===== config.mk =====
export PLATFORM = sky130hd
export DESIGN_NAME = spi_master_flat
export DESIGN_NICKNAME = d
export VERILOG_FILES = /design/src/rtl/spi_master_if.sv /design/src/rtl/spi_master.sv /design/src/flat_wrapper.sv
export SDC_FILE = /design/constraint.sdc
export NUM_CORES = 1
export LEC_CHECK = 0
export ABC_CLOCK_PERIOD_IN_PS = 3300
export CELL_PAD_IN_SITES_DETAIL_PLACEMENT = 0
export CELL_PAD_IN_SITES_GLOBAL_PLACEMENT = 1
export CORE_MARGIN = 2
export CORE_UTILIZATION = 46
export DETAILED_ROUTE_END_ITERATION = 7
export PLACE_DENSITY_LB_ADDON = 0.3
export SYNTH_ARGS = -nofsm -noshare
export SYNTH_HDL_FRONTEND = slang
export SYNTH_SLANG_ARGS = --single-unit

===== constraint.sdc =====
create_clock -name clk -period 3.3 [get_ports clk]
set_input_delay 0.66 -clock clk [delete_from_list [all_inputs] [get_ports clk]]
set_output_delay 0.66 -clock clk [all_outputs]
set_load 0.01 [all_outputs]

===== src/rtl/spi_master_if.sv =====
// Host-side and SPI-side signal bundle for spi_master.
interface spi_master_if;
  logic       start;
  logic [7:0] addr;
  logic [7:0] len;
  logic [7:0] tx_data;
  logic       tx_ack;
  logic [7:0] rx_data;
  logic       rx_valid;
  logic       busy;
  logic       done;
  logic       sclk;
  logic       cs_n;
  logic       mosi;
  logic       miso;

  modport master (
    input  start, addr, len, tx_data, miso,
    output tx_ack, rx_data, rx_valid, busy, done, sclk, cs_n, mosi
  );

  modport slave (
    output start, addr, len, tx_data, miso,
    input  tx_ack, rx_data, rx_valid, busy, done, sclk, cs_n, mosi
  );
endinterface


===== src/rtl/spi_master.sv =====
// SPI mode 0 master: sends an address byte followed by len data bytes,
// MSB first, returning the bytes read back during the data phase.
// CLK_DIV is legal in 2..255; CS_SETUP and CS_HOLD are legal in 1..256.
module spi_master #(
  parameter int unsigned CLK_DIV  = 4,
  parameter int unsigned CS_SETUP = 2,
  parameter int unsigned CS_HOLD  = 2
) (
  input  logic          clk,
  input  logic          rst,
  spi_master_if.master  bus
);

  typedef enum logic [1:0] {IDLE, SETUP, SHIFT, HOLD} state_t;

  localparam logic [7:0] DIV_LAST   = 8'(CLK_DIV - 1);
  localparam logic [7:0] SETUP_LAST = 8'(CS_SETUP - 1);
  localparam logic [7:0] HOLD_LAST  = 8'(CS_HOLD - 1);

  state_t     state_q, state_d;
  logic [7:0] cnt_q, cnt_d;
  logic [2:0] bit_q, bit_d;
  logic [8:0] byte_q, byte_d;
  logic [7:0] len_q, len_d;
  logic [7:0] sh_tx_q, sh_tx_d;
  logic [7:0] sh_rx_q, sh_rx_d;
  logic [7:0] rx_data_q, rx_data_d;
  logic       sclk_q, sclk_d;
  logic       cs_n_q, cs_n_d;
  logic       busy_q, busy_d;
  logic       done_q, done_d;
  logic       tx_ack_q, tx_ack_d;
  logic       rx_valid_q, rx_valid_d;

  // State register and all datapath registers; reset forces the idle bus.
  always_ff @(posedge clk or posedge rst) begin
    if (rst) begin
      state_q    <= IDLE;
      cnt_q      <= '0;
      bit_q      <= '0;
      byte_q     <= '0;
      len_q      <= '0;
      sh_tx_q    <= '0;
      sh_rx_q    <= '0;
      rx_data_q  <= '0;
      sclk_q     <= 1'b0;
      cs_n_q     <= 1'b1;
      busy_q     <= 1'b0;
      done_q     <= 1'b0;
      tx_ack_q   <= 1'b0;
      rx_valid_q <= 1'b0;
    end else begin
      state_q    <= state_d;
      cnt_q      <= cnt_d;
      bit_q      <= bit_d;
      byte_q     <= byte_d;
      len_q      <= len_d;
      sh_tx_q    <= sh_tx_d;
      sh_rx_q    <= sh_rx_d;
      rx_data_q  <= rx_data_d;
      sclk_q     <= sclk_d;
      cs_n_q     <= cs_n_d;
      busy_q     <= busy_d;
      done_q     <= done_d;
      tx_ack_q   <= tx_ack_d;
      rx_valid_q <= rx_valid_d;
    end
  end

  // Next-state logic: chip-select setup, bit/byte sequencing, chip-select hold.
  always_comb begin
    state_d    = state_q;
    cnt_d      = cnt_q;
    bit_d      = bit_q;
    byte_d     = byte_q;
    len_d      = len_q;
    sh_tx_d    = sh_tx_q;
    sh_rx_d    = sh_rx_q;
    rx_data_d  = rx_data_q;
    sclk_d     = sclk_q;
    cs_n_d     = cs_n_q;
    busy_d     = busy_q;
    done_d     = 1'b0;
    tx_ack_d   = 1'b0;
    rx_valid_d = 1'b0;

    // The next data byte is taken from tx_data during the tx_ack cycle itself.
    if (tx_ack_q) sh_tx_d = bus.tx_data;

    unique case (state_q)
      IDLE: begin
        if (bus.start && !done_q) begin
          state_d = SETUP;
          cs_n_d  = 1'b0;
          busy_d  = 1'b1;
          sh_tx_d = bus.addr;
          len_d   = bus.len;
          cnt_d   = '0;
          bit_d   = '0;
          byte_d  = '0;
        end
      end
      SETUP: begin
        if (cnt_q == SETUP_LAST) begin
          state_d = SHIFT;
          cnt_d   = '0;
        end else begin
          cnt_d = cnt_q + 8'd1;
        end
      end
      SHIFT: begin
        if (cnt_q != DIV_LAST) begin
          cnt_d = cnt_q + 8'd1;
        end else begin
          cnt_d  = '0;
          sclk_d = ~sclk_q;
          if (!sclk_q) begin
            sh_rx_d = {sh_rx_q[6:0], bus.miso};
          end else if (bit_q == 3'd7) begin
            bit_d = '0;
            if (byte_q != '0) begin
              rx_data_d  = sh_rx_q;
              rx_valid_d = 1'b1;
            end
            if (byte_q == {1'b0, len_q}) begin
              state_d = HOLD;
            end else begin
              byte_d   = byte_q + 9'd1;
              tx_ack_d = 1'b1;
            end
          end else begin
            bit_d   = bit_q + 3'd1;
            sh_tx_d = {sh_tx_q[6:0], 1'b0};
          end
        end
      end
      HOLD: begin
        if (cnt_q == HOLD_LAST) begin
          state_d = IDLE;
          cnt_d   = '0;
          cs_n_d  = 1'b1;
          busy_d  = 1'b0;
          done_d  = 1'b1;
        end else begin
          cnt_d = cnt_q + 8'd1;
        end
      end
    endcase
  end

  assign bus.sclk     = sclk_q;
  assign bus.cs_n     = cs_n_q;
  assign bus.busy     = busy_q;
  assign bus.done     = done_q;
  assign bus.tx_ack   = tx_ack_q;
  assign bus.rx_valid = rx_valid_q;
  assign bus.rx_data  = rx_data_q;
  // While tx_ack is high the shift register still holds the old byte, so the
  // new MSB is forwarded straight from tx_data for that one cycle.
  assign bus.mosi     = ~cs_n_q & (tx_ack_q ? bus.tx_data[7] : sh_tx_q[7]);

endmodule

===== src/flat_wrapper.sv =====
// flat-port wrapper written by rule: the top's interface ports become plain ports
module spi_master_flat 
#(
  parameter int unsigned CLK_DIV  = 4,
  parameter int unsigned CS_SETUP = 2,
  parameter int unsigned CS_HOLD  = 2
)
  (clk, rst, bus_start, bus_addr, bus_len, bus_tx_data, bus_miso, bus_tx_ack, bus_rx_data, bus_rx_valid, bus_busy, bus_done, bus_sclk, bus_cs_n, bus_mosi);
  spi_master_if bus_i ();
  input  logic clk;
  input  logic rst;
  input wire logic [$bits(bus_i.start)-1:0] bus_start;
  input wire logic [$bits(bus_i.addr)-1:0] bus_addr;
  input wire logic [$bits(bus_i.len)-1:0] bus_len;
  input wire logic [$bits(bus_i.tx_data)-1:0] bus_tx_data;
  input wire logic [$bits(bus_i.miso)-1:0] bus_miso;
  output wire logic [$bits(bus_i.tx_ack)-1:0] bus_tx_ack;
  output wire logic [$bits(bus_i.rx_data)-1:0] bus_rx_data;
  output wire logic [$bits(bus_i.rx_valid)-1:0] bus_rx_valid;
  output wire logic [$bits(bus_i.busy)-1:0] bus_busy;
  output wire logic [$bits(bus_i.done)-1:0] bus_done;
  output wire logic [$bits(bus_i.sclk)-1:0] bus_sclk;
  output wire logic [$bits(bus_i.cs_n)-1:0] bus_cs_n;
  output wire logic [$bits(bus_i.mosi)-1:0] bus_mosi;
  assign bus_i.start = bus_start;
  assign bus_i.addr = bus_addr;
  assign bus_i.len = bus_len;
  assign bus_i.tx_data = bus_tx_data;
  assign bus_i.miso = bus_miso;
  assign bus_tx_ack = bus_i.tx_ack;
  assign bus_rx_data = bus_i.rx_data;
  assign bus_rx_valid = bus_i.rx_valid;
  assign bus_busy = bus_i.busy;
  assign bus_done = bus_i.done;
  assign bus_sclk = bus_i.sclk;
  assign bus_cs_n = bus_i.cs_n;
  assign bus_mosi = bus_i.mosi;
  spi_master #(.CLK_DIV(CLK_DIV), .CS_SETUP(CS_SETUP), .CS_HOLD(CS_HOLD)) u_core (.clk(clk), .rst(rst), .bus(bus_i));
endmodule

---- Yosys cells after proc, flatten, opt, wreduce, memory -nomap -nowiden ----
Cells that the tools add are included.
storage, ports and cells
  bits in registers ....................... 60
  input bits .............................. 28
  output and inout bits ................... 15
  word-level logic and storage cells ...... 99
cells by class
  add/subtract/negate cells ............... 3
  equal/unequal tests ..................... 15
  muxes and demuxes ....................... 48
  bitwise gates (word level) .............. 4
  reductions and logical operators ........ 15
operators by type and width
  operator             number
  $mux 8               8
  $mux 9               5
  $pmux 8 s3           1
  $pmux 9 s2           1
  $mux 1               17
  $pmux 8 s2           1
  $mux 2               7
  $mux 3               4
  $ne 2x1->1 const B   6
  $add 9x1->9 const B  1
  $eq 9x8->1           1
  $reduce_bool 9->1    1
  $add 8x1->8 const B  1
  $eq 8x1->1 const B   1
  $ne 8x2->1 const B   1
  $pmux 2 s4           1
  $reduce_and 7->1     1
  $pmux 3 s2           1
  $reduce_and 3->1     2
  $reduce_and 6->1     1
  $reduce_and 5->1     1
  $eq 2x2->1 const B   2
  $ne 2x2->1 const B   2
  $pmux 1 s2           2
  other kinds (12)     16

---- Longest topological paths before layout ----
  word-level depth ........................ 6
  gate-level depth with buffers ........... 8
  gate-level depth less buffers ........... 7

---- Worst setup path before layout ----
Ideal clock, no wire load.
  path kind ............................... flip-flop to flip-flop
  start ................................... reg u_core.cnt_q[6]
  end ..................................... reg u_core.byte_q[3]
  setup time .............................. 131 ps
  arrival time ............................ 1988 ps
  data required time ...................... 3169 ps
  slack ................................... 1181 ps
  stages on the path, launching flop included .. 7
  path buffers ............................ 1
  clock period less this slack ............ 2119 ps
  cell sequence ........................... dfrtp_1 > or4_4 > buf_6 > or3_4 > a21o_1 > o32ai_2 > mux2i_1
on the way
  longest elaborated chain between the ends .. 3
RTL lines
  what                        RTL line           source
  start: declaration          spi_master.sv:21   logic [7:0] cnt_q, cnt_d;
  start signal: assignment    spi_master.sv:54   cnt_q <= cnt_d;
  $ne 8x2->1                  spi_master.sv:112  if (cnt_q != DIV_LAST) begin
  $ne 2x2->1 (no line)        n/a
  $reduce_and 6->1 (no line)  n/a
  end signal: assignment      spi_master.sv:56   byte_q <= byte_d;
  end: declaration            spi_master.sv:23   logic [8:0] byte_q, byte_d;
No other way between the ends.
A chain may end at the register's enable or synchronous reset.

---- Final worst setup path ----
  start ................................... in bus_tx_data[7]
  end ..................................... out bus_mosi
on the way
  longest elaborated chain between the ends .. 2
RTL lines
  what                RTL line            source
  start: declaration  flat_wrapper.sv:15  input wire logic [$bits(bus_i.tx_data)-1:0] bus_tx_data;
  $mux 1              spi_master.sv:160   assign bus.mosi = ~cs_n_q & (tx_ack_q ? bus.tx_data[7] : sh_tx_q[7]);
  $and 1x1->1         spi_master.sv:160
  end: declaration    flat_wrapper.sv:24  output wire logic [$bits(bus_i.mosi)-1:0] bus_mosi;
No other way between the ends.

==> results.json <==
{
  "wl_mm": 6.72,
  "cp_slowest_cell": "clkdlybuf4s50_1",
  "drt_pre_antenna_iters": 4,
  "syn-num-nets": 332,
  "arrival_ns": 1.85,
  "rows": 29,
  "setup_slack_ns": 0.795,
  "critPathKind": "input pin to primary output",
  "synth_xor_area_share_pct": 2.29,
  "skew_ns": 0.00756,
  "drv_slew": 0,
  "hold_class": "flop to flop",
  "postSynthAreaPerCell_um2": 10.4,
  "cts_tree": "yes",
  "start_util_pct": 47.9,
  "routedWlPerCell_um": 15.9,
  "synth_cells": 294,
  "drc": 0,
  "pre_cts_ws_ns": 0.785,
  "hold_violations": 0,
  "clock.fmax_ghz": 0.399,
  "numCtsBuffers": 9,
  "power.total_w": 0.00284,
  "stdcell_count": 424,
  "nNetsFinal": 380,
  "cp.buffers_inverters": 2,
  "die_area_um2": 7320,
  "crit_path_frequent_cell": "clkdlybuf4s50_1",
  "antenna_found_initial": 0,
  "netlist_area_um2": 3060,
  "drtAntennaViolNets": 0,
  "synth_top_area_cell": "dfrtp_1",
  "crit_family": "buffers and inverters",
  "synth_cell_types": 55,
  "core_um2": 6390,
  "vdd_drop_max_uv": 415,
  "finalCriticalPeriod_ns": 2.51,
  "gp_congestion": 0.773,
  "clk_latency_ns": 0.34,
  "cp_cell_sequence": "clkdlybuf4s50_1, mux2i_1, nor2_1, clkdlybuf4s50_1",
  "grt_overflow": 0,
  "synth_compound_area_share_pct": 14.7,
  "yosys.area_share.simple_pct": 17.1,
  "post_cts_resized": 0,
  "route.vias.total": 2439,
  "synth_top_area_share_pct": 48.2,
  "synth_common_cells": "59 x dfrtp_1, 43 x nand2_1, 17 x mux2_2",
  "fp.dieW_um": 85.6,
  "drv_cap": 0,
  "port_buffers": 42,
  "slew_headroom_pct": 47.8,
  "synth-async-reset-ratio_pct": 100,
  "synthTopCellsByArea": "dfrtp_1 48%, mux2_2 6.3%, nand2_1 5.3%, ha_1 4.1%, mux2i_1 2.9%",
  "yosysWarnings": 0,
  "start_kind": "input pin",
  "fp.dieH_um": 85.6,
  "p_leak_nw": 1.72,
  "synth-seq-cells": 60,
  "dp_cells": 408,
  "place_hpwl_mm": 4.76,
  "cts_max_level": 3,
  "routed_via_density": 5.75,
  "grt_pass1_wl_mm": 11.5,
  "synth_mux_area_share_pct": 9.57,
  "track_usage_pct": 19.9,
  "cts_buffer_depth": 2,
  "period_share_pct": 75.9,
  "critPathMaxStageDelay_ns": 0.54,
  "synth_top_family_by_area": "simple AND/OR/NAND/NOR gates",
  "synth-main-ff-cell": "dfrtp_1",
  "cp-end-kind": "primary output",
  "n_antenna_cell": 0,
  "grt_max_degree": 34,
  "worst_pin_slew_ns": 0.776,
  "cts_setup_buffers": 0,
  "drive_gt1_share_pct": 15.6,
  "cp_max_fo": 2,
  "fin_setup_tns_ns": 0,
  "initialDrtViolationCount": 105,
  "p_per_area_nw_per_um2": 748,
  "grt_pass1_vias": 2399,
  "ctsHoldBuffers": 0,
  "clockRootBuffer": "clkbuf_8",
  "clock-sinks": 60,
  "status": "finished clean",
  "setup_viol": 0,
  "synth_edf_count": 0,
  "grt_setup_unrepaired": "false",
  "area_growth_pct": 24.0,
  "clk_pin_slew_ns": 0.08,
  "cp.required_ns": 2.64,
  "synth_fa_ha_area_share_pct": 4.09,
  "seq_area_frac_synth_pct": 49.1,
  "ios": 43,
  "yosysMostFrequentCell": "dfrtp_1"
}
sequential cells by signal, indices dropped and copies added, names as in the netlist:
register / flops
u_core.bus.busy: 1
u_core.len_q: 8
u_core.bus.done: 1
u_core.bus.rx_valid: 1
u_core.bus.rx_data: 8
u_core.cnt_q: 8
u_core.state_q: 2
u_core.sh_rx_q: 8
u_core.bus.tx_ack: 1
u_core.sh_tx_q: 8
u_core.bus.cs_n: 1
u_core.bit_q: 3
u_core.bus.sclk: 1
u_core.byte_q: 9
cells by family (layout without fill, tap and decap cells):
family / after synthesis / after routing
and+or+nand+nor: 102 / 102
AOI/OAI and AO/OA: 64 / 64
DFF: 60 / 60
muxes: 27 / 27
buffers and inverters: 23 / 76
adders and majority gates: 10 / 10
xor gates and xnor gates: 8 / 8
worst paths after layout:
check | from | endpoint | slack (ns) | cells after the start
max | bus_tx_data[7] | bus_mosi | 0.79 | 4
min | u_core.bus.rx_data[6] | u_core.bus.rx_data[6] | 0.51 | 1
max reg2reg | u_core.cnt_q[6] | u_core.sh_tx_q[0] | 0.99 | 4
min reg2reg | u_core.bus.rx_data[6] | u_core.bus.rx_data[6] | 0.51 | 1
max in group asynchronous | rst | u_core.len_q[7] | 1.94 | 3
min in group asynchronous | rst | u_core.sh_rx_q[4] | 0.75 | 2
layout by cell type (no fill, tap or decap), types with 4 or more instances in the layout:
cell             netlist  final
nand2b_1               6      6
clkdlybuf4s50_1        0     42
and3_1                 5      5
xor2_1                 7      7
buf_4                  0      6
mux2_2                17     17
nand3_1                9      9
nor2_1                 9      9
a21oi_1                9      9
nor4_1                 6      6
nand2_1               43     43
inv_1                 11     10
o21ai_0               15     15
mux2i_1                9      9
ha_1                  10     10
clkbuf_8               0      9
a22oi_1                7      7
nand4_1                4      4
a31oi_1                8      8
or2_2                  4      4
dfrtp_1               59     59
routing by layer:
metal  global-route usage [%]  part of all wire [%]
met1                     25.8                    45
met2                     33.2                    49
met3                     3.95                   3.7
met4                     7.36                   1.6
met5                        0                     0
per-stage QoR:
step	utilization, %	hold slack, ns	instance area, um2
2_1_floorplan	-	0.465	3060
3_3_place_gp	56.2	0.471	3590
3_5_place_dp	56.2	0.493	3590
4_1_cts	59.4	0.511	3800
5_1_grt	59.4	0.530	3800
6_report	59.4	0.506	3800
area by class of cell:
type                            count  area (um2)
Fill cell                         568        2590
Sequential cell                    60        1500
Clock buffer                        9         124
Clock inverter                      7        83.8
Timing Repair Buffer               49         485
Inverter                           11        41.3
Tap cell                           77        96.3
Multi-Input combinational cell    211        1460
report_power, final:
part | internal (W) | switching, W
combinational | 0.000443 | 0.000587
sequential | 0.000928 | 0.000192
clock | 0.000361 | 0.000328
total | 0.00173 | 0.00111
No activity file was read; power rests on OpenSTA's default activity.
